$ cat config.mk
export PLATFORM = sky130hd
export DESIGN_NAME = sd_clk_ctrl
export DESIGN_NICKNAME = d
export VERILOG_FILES = /design/src/rtl/sd_clk_ctrl.sv
export SDC_FILE = /design/constraint.sdc
export NUM_CORES = 1
export LEC_CHECK = 0
export BUFFER_PORTS_ARGS = -buffer_cell sky130_fd_sc_hd__buf_4
export CAP_MARGIN = 20
export CORE_UTILIZATION = 40
export CTS_CLUSTER_DIAMETER = 80
export CTS_CLUSTER_SIZE = 20
export DETAILED_ROUTE_END_ITERATION = 16
export PLACE_DENSITY = 0.61
export RECOVER_POWER = 50
export SYNTH_ARGS = -nofsm -noshare
export SYNTH_HDL_FRONTEND = slang
export SYNTH_SLANG_ARGS = --single-unit
export TNS_END_PERCENT = 50
$ cat constraint.sdc
create_clock -name clk -period 2.22 [get_ports clk]
set_input_delay 0.111 -clock clk [delete_from_list [all_inputs] [get_ports clk]]
set_output_delay 0.111 -clock clk [all_outputs]
set_load 0.05 [all_outputs]
$ cat src/rtl/sd_clk_ctrl.sv
// SD card clock controller: programs the divider, holds it in reset across
// reconfiguration and gates its output on low phases. SD_CLK_AUTO_STOP_EN enables hold-driven pause.
module sd_clk_ctrl #(
  parameter logic [15:0] INIT_DIV     = 16'd500,
  parameter int          STABLE_EDGES = 8
) (
  input  logic        clk,
  input  logic        reset,
  input  logic        clk_en_req,
  input  logic        div_wr,
  input  logic [15:0] div_in,
  input  logic        hold,
  input  logic        sd_clk_raw,
  output logic [15:0] div_count,
  output logic        div_rst,
  output logic        sd_clk,
  output logic        clk_stable,
  output logic        busy
);

  typedef enum logic [2:0] {S_OFF, S_RESTART, S_SETTLE, S_RUN, S_PAUSE} state_t;

  localparam logic [7:0] LAST_EDGE = 8'(STABLE_EDGES - 1);

  state_t      state, nxt;
  logic [15:0] div_sh;
  logic        raw_q, gate_q, gate_nxt, rst_cnt;
  logic [7:0]  edge_cnt;
  logic        pend_off, pend_rs, pend_ps;
  logic        hold_req, fall_det, rise_det;
  logic        want_off, want_rs, want_ps;

`ifdef SD_CLK_AUTO_STOP_EN
  assign hold_req = hold;
`else
  assign hold_req = hold & 1'b0;
`endif

  assign fall_det = raw_q & ~sd_clk_raw;
  assign rise_det = ~raw_q & sd_clk_raw;
  // Requests arriving on the fall_det cycle itself count as pending.
  assign want_off = pend_off | ~clk_en_req;
  assign want_rs  = pend_rs | div_wr;
  assign want_ps  = pend_ps | hold_req;

  always_comb begin
    nxt      = state;
    gate_nxt = gate_q;
    case (state)
      S_OFF: begin
        gate_nxt = 1'b0;
        if (clk_en_req) nxt = S_RESTART;
      end
      S_RESTART: begin
        gate_nxt = 1'b0;
        if (rst_cnt) nxt = S_SETTLE;
      end
      S_SETTLE: begin
        gate_nxt = 1'b0;
        if (!clk_en_req)                           nxt = S_OFF;
        else if (div_wr)                           nxt = S_RESTART;
        else if (rise_det && edge_cnt == LAST_EDGE) nxt = S_RUN;
      end
      S_RUN: begin
        if (fall_det) begin
          if (want_off)     begin nxt = S_OFF;     gate_nxt = 1'b0; end
          else if (want_rs) begin nxt = S_RESTART; gate_nxt = 1'b0; end
          else if (want_ps) begin nxt = S_PAUSE;   gate_nxt = 1'b0; end
          else                    gate_nxt = 1'b1;
        end
      end
      S_PAUSE: begin
        gate_nxt = 1'b0;
        if (!clk_en_req)              nxt = S_OFF;
        else if (div_wr)              nxt = S_RESTART;
        else if (!hold_req && fall_det) begin
          nxt      = S_RUN;
          gate_nxt = 1'b1;
        end
      end
      default: begin
        nxt      = S_OFF;
        gate_nxt = 1'b0;
      end
    endcase
  end

  always_ff @(posedge clk or negedge reset) begin
    if (!reset) begin
      state     <= S_OFF;
      gate_q    <= 1'b0;
      raw_q     <= 1'b0;
      div_sh    <= INIT_DIV;
      div_count <= INIT_DIV;
      rst_cnt   <= 1'b0;
      edge_cnt  <= '0;
      pend_off  <= 1'b0;
      pend_rs   <= 1'b0;
      pend_ps   <= 1'b0;
    end else begin
      state   <= nxt;
      gate_q  <= gate_nxt;
      raw_q   <= sd_clk_raw;
      rst_cnt <= (state == S_RESTART);
      // Minimum of 4 keeps the divider low phase at two clk or more.
      if (div_wr) div_sh <= (div_in < 16'd4) ? 16'd4 : div_in;
      // Reloaded on every cycle heading into RESTART so a late div_wr is still picked up.
      if (nxt == S_RESTART) div_count <= div_sh;
      if (state != S_SETTLE) edge_cnt <= '0;
      else if (rise_det)     edge_cnt <= edge_cnt + 8'd1;
      if (state == S_RUN) begin
        pend_off <= pend_off | ~clk_en_req;
        pend_rs  <= pend_rs | div_wr;
        pend_ps  <= pend_ps | hold_req;
      end else begin
        pend_off <= 1'b0;
        pend_rs  <= 1'b0;
        pend_ps  <= 1'b0;
      end
    end
  end

  assign div_rst    = (state == S_OFF) || (state == S_RESTART);
  assign sd_clk     = sd_clk_raw & gate_q;
  assign clk_stable = (state == S_RUN) || (state == S_PAUSE);
  assign busy       = (state == S_RESTART) || (state == S_SETTLE) ||
                      ((state == S_RUN) && (pend_off || pend_rs));

endmodule

==> results.toml <==
[power_and_ir_drop]
p_seq_frac = 0.348
total_power_mw = 3.703
p_comb_frac = 0.488
p_leak_nw = 1.195
power_switching_share = 0.3962
p_sw_mw = 1.467
power.internal_mw = 2.236
pwr-share-clk = 0.164
p_per_area_nw_per_um2 = 1420
ir_worst_vdd_mv = 0.5966

[yosys]
syn_avg_cell_area_um2 = 13.25
netlist_area_um2 = 2107
synth_nets = 182
synthArstFlopShare = 1.000
synth_seq_cells = 48
yosys_warnings = 0
synth_cell_types = 41
syn_inst = 159
ys.flop_type = "dfrtp_1"
seq_area_frac_synth = 0.5772
synth_edf_count = 0

[clock_network]
cts_tree = "done"
cts_hold_buf = 2
cts_setup_buffers = 0
clock_latency_ns = 0.29
cts-htree-levels = 2
ctsResizeCount = 0
clockRootBuffer = "clkbuf_8"
path_clk_slew_ns = 0.09
cts_buffers = 5
cts.path.max_buffers = 2
cts.sinks = 48

[floorplanning]
die_h_um = 74.58
die_x_um = 74.58
rows = 26
dieArea_um2 = 5561
core-area_um2 = 5075
io_pins = 42
start_util = 0.4152

[worst_hold_path]
hold_depth = 2
hp-class = "input pin to register"

[worst_setup_path]
crit_arrival_ns = 2.16
path_max_fanout = 16
cpMaxStageDelayCell = "dfrtp_1"
crit_chain = "ha_1 > and3b_1 > nand4_1 > o211ai_2 > o2111ai_4 > buf_12 > mux2_2"
cp-start-kind = "register"
cp_num_cells = 7
crit_family = "flip-flops"
cp_num_buf_inv = 1
reg2regPathDepth = 7
crit_path_end_kind = "register"
critical_path_class = "register to register"
slowest_delay_ns = 0.42
crit_required_ns = 2.40

[final_layout]
nets = 227
fin_util = 0.5138
drive_gt1_frac = 0.4488
fillers = 461
n_antenna_cell = 0
final-instance-count-excl-fill = 275
area.growth.synth_to_final_pct = 23.75

[timing]
hold_viol_final = 0
finalSetupTns_ns = 0
finClkSkew_ns = 0.004513
finalCriticalPeriod_ns = 1.972
slew_viol_final = 0
min_period_over_period = 0.8884
rsz0062_at_grt = "no"
finalHoldWorstSlack_ns = 0.03652
relSlewSlack = 0.2373
worstMarginPinSlew_ns = 1.144
fmax_mhz = 507.0
setup_viol = 0

[grt]
grt-ovfl-total = 0
grt_pass1_vias = 1439
antenna_found_initial = 0
grt_pass1_wl_mm = 6.548
grtUsageTotal = 0.1600
grt_max_degree = 49

[route]
drt_pre_antenna_iters = 4
routedWlPerCell_um = 14.41
via_count = 1399
totalWireLength_mm = 3.964
drtIter0Drc = 68
viasPerCell = 5.087
ant_nets = 0
drc_errors = 0

[flow_run]
cap_violations = 0

[placement]
io_buffers = 40
dp.cells = 265
place_congestion = 0.7942
dp_hpwl_mm = 2.812

[status]
status = "finished clean"
## registers in the layout (all words and copies together), names as in the netlist
name,flops
div_count,16
div_sh,16
edge_cnt,8
gate_q,1
pend_off,1
pend_rs,1
raw_q,1
rst_cnt,1
state,3
## cell families after synthesis
| family | share of synthesized area |
|---|---|
| AND/OR/NAND/NOR | 0.1360 |
| flip-flops | 0.5772 |
| multiplexers | 0.1829 |
| AO/OA/AOI/OAI | 0.04989 |
| buffers and inverters | 0.01900 |
| XOR/XNOR | 0.02910 |
| adder cells (fa/ha/maj) | 0.005937 |
## path summary, 6_finish.rpt
path	start	to	slack, ns
max	edge_cnt[0]	div_count[3]	0.25
min	div_in[0]	div_sh[0]	0.04
max reg2reg	edge_cnt[0]	div_count[3]	0.25
min reg2reg	div_sh[2]	div_sh[2]	0.50
max in group asynchronous	reset	edge_cnt[3]	0.95
min in group asynchronous	reset	div_count[12]	0.58
## Yosys cell counts, drive strengths merged, types with 2 or more instances
master  count  area share
dfrtp      36        0.43
mux2       30        0.18
nor2       19       0.034
dfstp      12        0.15
xor2        5       0.021
buf         4       0.012
nand2       4      0.0071
nor4        4       0.012
inv         3      0.0053
nand2b      3      0.0089
nand3       3      0.0071
nand4       3      0.0089
nor2b       3      0.0089
o21ai       3      0.0071
a21oi       2      0.0048
a22o        2      0.0083
and3        2      0.0059
and3b       2      0.0083
xnor2       2      0.0083
## power groups by stage
stage / sequential, mW / combinational (mW) / clock, mW
after CTS: 1.29 / 1.83 / 0.628
final: 1.29 / 1.81 / 0.608
after floorplan: 1.81 / 0.817 / 0
after detailed placement: 1.31 / 1.82 / 0
after global placement: 1.29 / 1.80 / 0
after global routing: 1.32 / 1.92 / 0.671
## routing by layer
layer,up-vias,global-route usage,wire (um)
met2,30,0.2813,2026
met1,720,0.1839,1709
li1,643,-,-
met5,-,0,0
met4,0,0.06499,57
met3,6,0.04336,170
## cells in the final DEF, fill, tap and decap left out, drive strengths merged, types with 4 or more instances in the layout
cell type  Yosys  final
buf            4     39
nor4           4      4
nor2          19     19
dfrtp         36     36
clkbuf         1      8
xor2           5      5
dfstp         12     12
mux2          30     30
nand2          4      4
## stage by stage
| step | setup slack (ns) | cell area [um2] |
|---|---|---|
| 6_report | 0.2477 | 2608 |
| 5_1_grt | 0.1171 | 2608 |
| 4_1_cts | 0.2389 | 2614 |
| 3_5_place_dp | 0.2391 | 2486 |
| 3_3_place_gp | 0.2827 | 2486 |
| 2_1_floorplan | 0.3080 | 2107 |
## cell type report
class / count / area (um2) / area share
Sequential cell: 48 / 1216 / 0.4664
Tap cell: 70 / 87.58 / 0.03359
Multi-Input combinational cell: 103 / 850.8 / 0.3263
Inverter: 3 / 11.26 / 0.004319
Timing Repair Buffer: 43 / 334.1 / 0.1281
Clock inverter: 2 / 35.03 / 0.01344
Clock buffer: 6 / 72.57 / 0.02783
## worst register-to-register path, stage by stage (launching register included)
cell	delay, ns
dfrtp_1	0.42
ha_1	0.20
and3b_1	0.23
nand4_1	0.12
o211ai_2	0.13
o2111ai_4	0.23
buf_12	0.20
mux2_2	0.34
(Power assumes the default switching activity.)
